### src/rtl/sqrt_sched_if.sv
// Requester, datapath and result signals of the psdsqrt scheduler.
// slave is the scheduler's view; master is the requester/datapath side.
interface sqrt_sched_if #(
  parameter int NBITSIN = 32,
  parameter int k       = 8
);
  localparam int XW = NBITSIN + k;
  localparam int RW = NBITSIN / 2;

  logic          req0;
  logic [XW-1:0] x0;
  logic          ack0;
  logic          req1;
  logic [XW-1:0] x1;
  logic          ack1;
  logic          dp_start;
  logic          dp_stop;
  logic [XW-1:0] dp_x;
  logic [RW-1:0] dp_sqrt;
  logic          busy;
  logic [RW-1:0] res;
  logic          res_id;
  logic          res_valid;

  modport slave (
    input  req0, x0, req1, x1, dp_sqrt,
    output ack0, ack1, dp_start, dp_stop, dp_x, busy, res, res_id, res_valid
  );

  modport master (
    output req0, x0, req1, x1, dp_sqrt,
    input  ack0, ack1, dp_start, dp_stop, dp_x, busy, res, res_id, res_valid
  );
endinterface

### src/rtl/sqrt_sched.sv
// Round-robin scheduler/sequencer for the shared psdsqrt datapath; CYCLES+3 edges grant-to-result.
// Optional abort input (START/RUN only) is built when SQRT_SCHED_ABORT_EN is defined.
module sqrt_sched #(
  parameter int NBITSIN = 32,
  parameter int k       = 8,
  parameter int CYCLES  = (NBITSIN + k) / 2
) (
  input  logic        clock,
  input  logic        reset,
`ifdef SQRT_SCHED_ABORT_EN
  input  logic        abort,
`endif
  sqrt_sched_if.slave bus
);
  localparam int XW = NBITSIN + k;
  localparam int RW = NBITSIN / 2;
  localparam int CW = $clog2(CYCLES + 1);

  typedef enum logic [2:0] {
    S_IDLE  = 3'd0,
    S_START = 3'd1,
    S_RUN   = 3'd2,
    S_STOP  = 3'd3,
    S_DONE  = 3'd4
  } state_t;

  state_t        state_q, state_d;
  logic [CW-1:0] cnt_q, cnt_d;
  logic          ptr_q, ptr_d;
  logic          owner_q, owner_d;
  logic [XW-1:0] dp_x_q, dp_x_d;
  logic          ack0_q, ack0_d;
  logic          ack1_q, ack1_d;
  logic [RW-1:0] res_q, res_d;
  logic          res_id_q, res_id_d;
  logic          res_valid_q, res_valid_d;

  logic          any_req;
  logic          win1;
  logic          abort_hit;

  // ptr_q names the requester that wins a tie; a lone request always wins.
  always_comb begin
    any_req = bus.req0 | bus.req1;
    win1    = bus.req1 & (~bus.req0 | ptr_q);
  end

`ifdef SQRT_SCHED_ABORT_EN
  always_comb begin
    abort_hit = abort & ((state_q == S_START) | (state_q == S_RUN));
  end
`else
  always_comb begin
    abort_hit = 1'b0;
  end
`endif

  always_comb begin
    state_d     = state_q;
    cnt_d       = cnt_q;
    ptr_d       = ptr_q;
    owner_d     = owner_q;
    dp_x_d      = dp_x_q;
    ack0_d      = 1'b0;
    ack1_d      = 1'b0;
    res_d       = res_q;
    res_id_d    = res_id_q;
    res_valid_d = 1'b0;

    case (state_q)
      S_IDLE: begin
        if (any_req) begin
          owner_d = win1;
          dp_x_d  = win1 ? bus.x1 : bus.x0;
          ack0_d  = ~win1;
          ack1_d  = win1;
          ptr_d   = ~win1;
          state_d = S_START;
        end
      end
      S_START: begin
        cnt_d   = CW'(CYCLES);
        state_d = S_RUN;
      end
      S_RUN: begin
        cnt_d = cnt_q - CW'(1);
        if (cnt_q == CW'(1)) begin
          state_d = S_STOP;
        end
      end
      S_STOP: begin
        state_d = S_DONE;
      end
      S_DONE: begin
        // The datapath output register was loaded at the close of STOP.
        res_d       = bus.dp_sqrt;
        res_id_d    = owner_q;
        res_valid_d = 1'b1;
        state_d     = S_IDLE;
      end
      default: begin
        state_d = S_IDLE;
      end
    endcase

    if (abort_hit) begin
      state_d = S_IDLE;
    end
  end

  always_ff @(posedge clock) begin
    if (reset) begin
      state_q     <= S_IDLE;
      cnt_q       <= '0;
      ptr_q       <= 1'b0;
      owner_q     <= 1'b0;
      dp_x_q      <= '0;
      ack0_q      <= 1'b0;
      ack1_q      <= 1'b0;
      res_q       <= '0;
      res_id_q    <= 1'b0;
      res_valid_q <= 1'b0;
    end else begin
      state_q     <= state_d;
      cnt_q       <= cnt_d;
      ptr_q       <= ptr_d;
      owner_q     <= owner_d;
      dp_x_q      <= dp_x_d;
      ack0_q      <= ack0_d;
      ack1_q      <= ack1_d;
      res_q       <= res_d;
      res_id_q    <= res_id_d;
      res_valid_q <= res_valid_d;
    end
  end

  assign bus.dp_start  = (state_q == S_START);
  assign bus.dp_stop   = (state_q == S_STOP);
  assign bus.busy      = (state_q != S_IDLE);
  assign bus.dp_x      = dp_x_q;
  assign bus.ack0      = ack0_q;
  assign bus.ack1      = ack1_q;
  assign bus.res       = res_q;
  assign bus.res_id    = res_id_q;
  assign bus.res_valid = res_valid_q;
endmodule

### src/flat_wrapper.sv
// flat-port wrapper written by rule: the top's interface ports become plain ports
module sqrt_sched_flat 
#(
  parameter int NBITSIN = 32,
  parameter int k       = 8,
  parameter int CYCLES  = (NBITSIN + k) / 2
)
  (clock, reset, bus_req0, bus_x0, bus_req1, bus_x1, bus_dp_sqrt, bus_ack0, bus_ack1, bus_dp_start, bus_dp_stop, bus_dp_x, bus_busy, bus_res, bus_res_id, bus_res_valid);
  sqrt_sched_if #(.NBITSIN(NBITSIN), .k(k)) bus_i ();
  input  logic clock;
  input  logic reset;
  input wire logic [$bits(bus_i.req0)-1:0] bus_req0;
  input wire logic [$bits(bus_i.x0)-1:0] bus_x0;
  input wire logic [$bits(bus_i.req1)-1:0] bus_req1;
  input wire logic [$bits(bus_i.x1)-1:0] bus_x1;
  input wire logic [$bits(bus_i.dp_sqrt)-1:0] bus_dp_sqrt;
  output wire logic [$bits(bus_i.ack0)-1:0] bus_ack0;
  output wire logic [$bits(bus_i.ack1)-1:0] bus_ack1;
  output wire logic [$bits(bus_i.dp_start)-1:0] bus_dp_start;
  output wire logic [$bits(bus_i.dp_stop)-1:0] bus_dp_stop;
  output wire logic [$bits(bus_i.dp_x)-1:0] bus_dp_x;
  output wire logic [$bits(bus_i.busy)-1:0] bus_busy;
  output wire logic [$bits(bus_i.res)-1:0] bus_res;
  output wire logic [$bits(bus_i.res_id)-1:0] bus_res_id;
  output wire logic [$bits(bus_i.res_valid)-1:0] bus_res_valid;
  assign bus_i.req0 = bus_req0;
  assign bus_i.x0 = bus_x0;
  assign bus_i.req1 = bus_req1;
  assign bus_i.x1 = bus_x1;
  assign bus_i.dp_sqrt = bus_dp_sqrt;
  assign bus_ack0 = bus_i.ack0;
  assign bus_ack1 = bus_i.ack1;
  assign bus_dp_start = bus_i.dp_start;
  assign bus_dp_stop = bus_i.dp_stop;
  assign bus_dp_x = bus_i.dp_x;
  assign bus_busy = bus_i.busy;
  assign bus_res = bus_i.res;
  assign bus_res_id = bus_i.res_id;
  assign bus_res_valid = bus_i.res_valid;
  sqrt_sched #(.NBITSIN(NBITSIN), .k(k), .CYCLES(CYCLES)) u_core (.clock(clock), .reset(reset), .bus(bus_i));
endmodule
### config.mk
export PLATFORM = sky130hd
export DESIGN_NAME = sqrt_sched_flat
export DESIGN_NICKNAME = d
export VERILOG_FILES = /design/src/rtl/sqrt_sched_if.sv /design/src/rtl/sqrt_sched.sv /design/src/flat_wrapper.sv
export SDC_FILE = /design/constraint.sdc
export NUM_CORES = 1
export LEC_CHECK = 0
export BUFFER_PORTS_ARGS = -buffer_cell sky130_fd_sc_hd__buf_4
export CAP_MARGIN = 25
export CELL_PAD_IN_SITES_DETAIL_PLACEMENT = 1
export CELL_PAD_IN_SITES_GLOBAL_PLACEMENT = 1
export CORE_MARGIN = 4
export CORE_UTILIZATION = 34
export CTS_BUF_LIST = sky130_fd_sc_hd__clkbuf_8
export CTS_CLUSTER_SIZE = 8
export DETAILED_ROUTE_END_ITERATION = 8
export GPL_ROUTABILITY_DRIVEN = 1
export PLACE_DENSITY = 0.82
export SLEW_MARGIN = 20
export SYNTH_ARGS = -nofsm -noshare
export SYNTH_HDL_FRONTEND = slang
export SYNTH_SLANG_ARGS = --single-unit
### constraint.sdc
create_clock -name clock -period 1.6 [get_ports clock]
set_input_delay 0 -clock clock [delete_from_list [all_inputs] [get_ports clock]]
set_output_delay 0 -clock clock [all_outputs]
set_load 0.01 [all_outputs]
==> results of run 1 <==
-- area by class of cell --
cell class	instances	area, µm²
clock inverter	7	113.9
inverter	4	15.01
clock buffer	9	123.9
tap	108	135.1
multi-input combinational	165	1554
timing repair buffer	260	2187
antenna	1	2.502
sequential	70	1401
fill	899	3273
-- power by group --
part | internal [W] | total [W] | leakage, nW | switching, W
Clock | 0.00103 | 0.00171 | 0.117 | 0.000679
Sequential | 0.00199 | 0.00219 | 0.573 | 0.000194
Combinational | 0.00101 | 0.00197 | 1.64 | 0.000957
-- sequential cells by signal, summed over array words and instances, names as in the netlist --
register,cells
u_core.bus.ack1,1
u_core.cnt_q,5
u_core.bus.res_id,1
u_core.bus.res_valid,1
u_core.bus.dp_x,40
u_core.owner_q,1
u_core.state_q,3
u_core.bus.res,16
u_core.bus.ack0,1
u_core.ptr_q,1
-- through the flow --
step / utilization, % / setup TNS (ps) / hold WS, ps
after floorplan: - / 0 / 147.2
after global placement: 51.05 / 0 / 233.2
after detailed placement: 51.05 / 0 / 245.3
after CTS: 62.50 / 0 / 0.5429
after global routing: 62.83 / -20.59 / 3.070
final: 62.83 / 0 / 11.99
-- timing repair --
action | in CTS | in global routing
gates resized for setup | 0 | 2
endpoints found under the setup margin | 0 | 1
hold buffers | 77 | 2
hold endpoints to repair | 54 | 2
-- cell families (layout without fill, tap and decap cells) --
family	after synthesis	after routing	synth area share, %
flip-flops	70	70	45.05
multiplexers	18	18	5.833
buffers and inverters	35	280	6.114
adder cells (fa/ha/maj)	2	2	0.8044
XOR/XNOR	1	1	0.2816
AND/OR/NAND/NOR	48	48	7.764
other	0	1	0
AO/OA/AOI/OAI	96	96	34.15
-- how the worst max path moves through the flow --
stage / start / end / slack [ps] / depth (start not counted)
floorplan: u_core.state_q[0] / u_core.cnt_q[3] / 160 / 4
global placement: u_core.state_q[2] / u_core.bus.dp_x[38] / 160 / 4
detailed placement: u_core.state_q[2] / u_core.bus.dp_x[17] / 110 / 4
CTS: u_core.state_q[2] / u_core.bus.dp_x[7] / 90 / 4
global route: u_core.cnt_q[1] / u_core.state_q[0] / -20 / 4
finish: u_core.state_q[2] / u_core.bus.dp_x[12] / 100 / 4
-- per-layer routing --
layer  up-vias  global-route usage [%]  wire length (µm)
met5         -                       0                 0
met4         0                   7.977               342
met3        27                   6.965               896
met2       156                   41.21              6223
met1      1607                   26.49              5201
li1       1534                       -                 -
-- layout by cell type (no fill, tap or decap), types with 2 or more instances in the layout --
cell type / synthesis / final
a32oi_1: 40 / 40
a211oi_1: 2 / 2
ha_1: 2 / 2
bufinv_16: 0 / 3
a22oi_1: 2 / 2
nor3b_1: 4 / 3
nor2_1: 23 / 23
nor3_1: 2 / 2
inv_1: 4 / 5
clkinvlp_4: 0 / 2
nand2_1: 4 / 4
dlygate4sd3_1: 0 / 79
clkbuf_8: 0 / 9
nand2b_1: 2 / 2
o2bb2ai_2: 39 / 39
mux2i_1: 17 / 17
buf_12: 0 / 3
a21oi_1: 4 / 3
a311oi_1: 2 / 2
nor2b_1: 5 / 5
buf_4: 2 / 178
dfxtp_1: 70 / 70
-- worst max-delay path: cells and delay by family, from the launching register on --
kind,cells,cell delay [ps]
buffers and inverters,1,210
DFF,1,310
AOI/OAI and AO/OA,1,150
and+or+nand+nor,2,740
==> flow_metrics.tcl, run 1 <==
set metrics [dict create \
    outcome "completed" \
    cp_cell_sequence "or2_4, or3_2, buf_12, o2bb2ai_2" \
    first_pass_iters 4 \
    numClockSinks 70 \
    rrSetupSlack_ps 100 \
    initial_util_pct 35.32 \
    synthDominantAreaCellType "dfxtp_1" \
    whs_endpoint "u_core.bus.dp_x[20]" \
    dp_hpwl_mm 7.393 \
    wirelength_mm 12.66 \
    crit_path_top_delay_cell "or3_2" \
    core_area_um2 8806 \
    timing_max_transition_violations_final 0 \
    buffer_type_at_the_clock_tree_root "clkbuf_8" \
    power_per_cell_area_nw_per_um2 1060 \
    predominant_post_synthesis_flop_cell "dfxtp_1" \
    routed_wire_length_per_instance_um 20.29 \
    placement_rows 34 \
    timing.critical_path.required_ps 1860 \
    critPathKind "flop to flop" \
    placedCellCount 528 \
    worst_r2r_path_depth 4 \
    synthesis.area_per_instance_um2 11.52 \
    placement.io_buffers 162 \
    ys_async_sr_fraction_pct 0 \
    htree_levels 3 \
    detail-route-antenna-nets 0 \
    synth.lib_cells_used.distinct 36 \
    num_vias 3324 \
    via_per_inst 5.327 \
    post-synth-top-count-cell "dfxtp_1" \
    die_height_um 103.6 \
    number_of_enable_type_register_cells_in_the_synthesized_netlist 0 \
    grt_first_pass_wirelength_mm 20.53 \
    worst_ep_arrival_time_ps 1760 \
    synth_nets 372 \
    synth_seq_area_share_pct 45.05 \
    power.leakage_nw 2.325 \
    finalSetupViolCount 0 \
    clk_latency_ps 330 \
    r2r_end "u_core.bus.dp_x[12]" \
    finalWorstSetupSlack_ps 96.23 \
    critical_path_source_type "flop" \
    worst_hold_startpoint "bus_x1[20]" \
    mappedNetlistArea_um2 3110 \
    worst_pin_slew_ps 503.3 \
    place.gp.congestion 0.7170 \
    worst_clock_skew_ps 12.66 \
    grt_pass1_vias 3768 \
    number_of_hold_violations_in_the_final_report 0 \
    globalRouteOverflowTotal 0 \
    drv.max_cap_violation_count 0 \
    timing.slew.headroom_pct 66.45 \
    die_area_um2 10740 \
    finish.cell_count_without_fillers 624 \
    timing.final.crit_share_pct 93.99 \
    worst_setup_hold_path_clk_slew_ps 80 \
    grt_util_all_layers_pct 23.21 \
    drtIter0Drc 140 \
    critPathMaxFanout 31 \
    gate_count_of_the_mapped_netlist 270 \
    p_total_w 0.005862 \
    drc 0 \
    num_io_pins 163 \
    number_of_buffers_inserted_during_clock_tree_synthesis 9 \
    placement.setup.worst_slack_ps 113.7 \
    critPathMaxStageDelay_ps 480 \
    tritoncts "built" \
    worst_supply_voltage_drop_on_vdd_mv 0.6058 \
    synth.cells.most_frequent "dfxtp_1 (70), a32oi_1 (40), o2bb2ai_2 (39), nor2_1 (23), clkbuf_1 (18)" \
    postLayoutCellArea_um2 5533 \
    final_layout_size_suffix_gt1_share_pct 47.38 \
    worst_setup_path_end_kind "flop" \
    max_freq_mhz 665.0 \
    synth_area_leaders "dfxtp_1 (45%), o2bb2ai_2 (19%), a32oi_1 (11%)" \
    timing.final.crit_period_ps 1504 \
    yosys_register_bits 70 \
    yosys_warnings 0 \
    fp.dieW_um 103.6 \
    holdPathStages 3 \
    antenna_violations_before_repair 1 \
    cts_setup_buffers 0 \
    maximum_number_of_buffers_from_clock_root_to_sink 2 \
    p_r_area_growth_vs_syn_pct 77.88 \
    placed_cell_area_um2 4496 \
    rr_startpoint "u_core.state_q[2]" \
    netlist.area_leader.share_pct 45.05 \
    grt_start_max_net_pins 45 \
    nNetsFinal 612 \
    hold_class "input pin to flop" \
]
Power figures use the tool's default switching activity.
==> run 2: changes to the inputs <==
--- a/config.mk
+++ b/config.mk
@@ -16,6 +16,6 @@
 export DETAILED_ROUTE_END_ITERATION = 8
 export GPL_ROUTABILITY_DRIVEN = 1
+export GPL_TIMING_DRIVEN = 0
 export PLACE_DENSITY = 0.82
-export SLEW_MARGIN = 20
 export SYNTH_ARGS = -nofsm -noshare
 export SYNTH_HDL_FRONTEND = slang
==> constraint.sdc (replaced) <==
create_clock -name clock -period 1.6 [get_ports clock]
set_input_delay 0 -clock clock [delete_from_list [all_inputs] [get_ports clock]]
set_output_delay 0 -clock clock [all_outputs]
set_load 0.05 [all_outputs]
==> run 2 against run 1 <==
Largest power group is now combinational cells. Maximum frequency shrank 4.3%. Critical path depth increased by 2. Routed wire length is 15% higher. Critical path type unchanged. First-iteration DRC count decreased by 11%. Clock power shrank 13%. Register-to-register slack lost 70 ps. Clock skew fell by 1.5 ps. Hold slack worse by 1.4 ps. Utilization grew 2.9 points. Largest cell class unchanged. Global-route usage grew 2.6 points. Cell count is 5.4% higher.
==> flow_metrics.tcl, run 2 (synthesis results as in run 1) <==
set metrics [dict create \
    outcome "completed" \
    numClockSinks 70 \
    fin_tns_setup_ps 0 \
    postLayoutCellArea_um2 5792 \
    via_per_inst 5.348 \
    worst_setup_hold_path_clk_slew_ps 80 \
    seq_power_share_pct 34.6 \
    die_height_um 103.6 \
    placement.setup.worst_slack_ps -210.4 \
    finalWorstSetupSlack_ps 27.99 \
    worst_pin_slew_ps 607.1 \
    place.gp.congestion 0.7423 \
    detail-route-antenna-nets 0 \
    largest_reg_flops 40 \
    globalRouteOverflowTotal 0 \
    final_layout_size_suffix_gt1_share_pct 47.08 \
    buffer_type_at_the_clock_tree_root "clkbuf_8" \
    crit_path_top_delay_cell "or3_4" \
    final.hold.worst_slack_ps 10.64 \
    hold_class "input pin to flop" \
    drtIter0Drc 124 \
    grt_pass1_vias 3938 \
    tritoncts "built" \
    wirelength_mm 14.52 \
    grt_setup_unrepaired "true" \
    routed_wire_length_per_instance_um 22.07 \
    critPathMaxFanout 10 \
    worst_supply_voltage_drop_on_vdd_mv 0.5717 \
    power.leakage_nw 2.420 \
    max_freq_mhz 636.1 \
    placement.io_buffers 161 \
    commonest_cells_after_routing_fill_and_taps_aside "buf_4 (169), dlygate4sd3_1 (95), dfxtp_1 (68)" \
    pwr-share-clk_pct 23.0 \
    first_pass_iters 4 \
    power_per_cell_area_nw_per_um2 1115 \
    drv.max_cap_violation_count 0 \
    combPwrFrac_pct 42.4 \
    worst_setup_path_end_kind "flop" \
    p_int_w 0.003792 \
    maximum_number_of_buffers_from_clock_root_to_sink 2 \
    dp_hpwl_mm 8.077 \
    grt_first_pass_wirelength_mm 22.14 \
    worst_clock_skew_ps 11.19 \
    die_area_um2 10740 \
    layout_commonest_cell "buf_4" \
    placed_cell_area_um2 4466 \
    finalSetupViolCount 0 \
    cp_cell_sequence "buf_6, or2_4, or3_4, buf_8, buf_8, o2bb2ai_4" \
    timing.critical_path.required_ps 1880 \
    timing_max_transition_violations_final 0 \
    placement_rows 34 \
    num_io_pins 163 \
    timing.final.crit_share_pct 98.25 \
    p_r_area_growth_vs_syn_pct 86.20 \
    grt_util_all_layers_pct 25.83 \
    netSwitchingPower_w 0.002669 \
    worst-path-buf-inv 3 \
    number_of_hold_violations_in_the_final_report 0 \
    critical_path_source_type "flop" \
    num_vias 3519 \
    timing.slew.headroom_pct 59.53 \
    initial_util_pct 35.32 \
    timing.final.crit_period_ps 1572 \
    number_of_buffers_inserted_during_clock_tree_synthesis 9 \
    worst_ep_arrival_time_ps 1850 \
    worst_path_most_repeated_cell "buf_8" \
    antenna_violations_before_repair 2 \
    htree_levels 3 \
    fp.dieW_um 103.6 \
    critPathMaxStageDelay_ps 340 \
    grt_start_max_net_pins 14 \
    netSwitchingFraction_pct 41.31 \
    nNetsFinal 645 \
    critical_path.top_delay_family "simple AND/OR/NAND/NOR gates" \
    critPathKind "flop to flop" \
    clk_latency_ps 360 \
    drc 0 \
    core_area_um2 8806 \
]
-- run 2: final timing paths --
kind,startpoint,to,slack (ps),cells after the start
max,u_core.state_q[2],u_core.bus.dp_x[14],30,6
min,bus_x1[29],u_core.bus.dp_x[29],10,3
max reg2reg,u_core.state_q[2],u_core.bus.dp_x[14],30,6
min reg2reg,u_core.bus.dp_x[23],u_core.bus.dp_x[23],480,1
-- run 2: power groups by stage --
stage | logic (W) | registers, W | clock network (W)
finish | 0.00274 | 0.00224 | 0.00148
global route | 0.00287 | 0.00227 | 0.00156
CTS | 0.00257 | 0.00220 | 0.00150
detailed placement | 0.00236 | 0.00223 | 0
global placement | 0.00230 | 0.00221 | 0
floorplan | 0.000926 | 0.00287 | 0
-- run 2: stage by stage --
stage	utilization [%]	total power, W	cells
final	65.77	0.006460	658
after global routing	65.77	0.006706	658
after CTS	63.87	0.006274	649
after detailed placement	50.71	0.004592	539
after global placement	50.71	0.004516	539
after floorplan	-	0.003792	270
-- run 2: final cells by class --
type | count | area, µm²
Tap cell | 108 | 135.1
Sequential cell | 70 | 1404
Buffer | 31 | 206.4
Multi-Input combinational cell | 165 | 1623
Timing Repair Buffer | 262 | 2205
Inverter | 4 | 15.01
Antenna cell | 2 | 5.005
Clock buffer | 9 | 123.9
Fill cell | 884 | 3014
Clock inverter | 7 | 75.07
-- run 2: tightest hold or removal path: stages --
cell and delay [ps]:
buf_4 80, a32oi_1 110, o2bb2ai_2 140
-- run 2: layer usage --
layer / vias to the layer above / global-route usage, % / wire length, µm
met1: 1720 / 27.84 / 5332
met2: 162 / 47.62 / 7786
met5: - / 0 / 0
li1: 1602 / - / -
met4: 0 / 10.16 / 456
met3: 35 / 7.214 / 943
-- run 2: timing repair --
item                                    4_1_cts  5_1_grt
endpoints found under the hold margin        57        1
pin swaps                                     0        1
hold buffers                                 94        1
gates resized for setup                       9       28
setup buffers                                 0        6
endpoints found under the setup margin       53       52
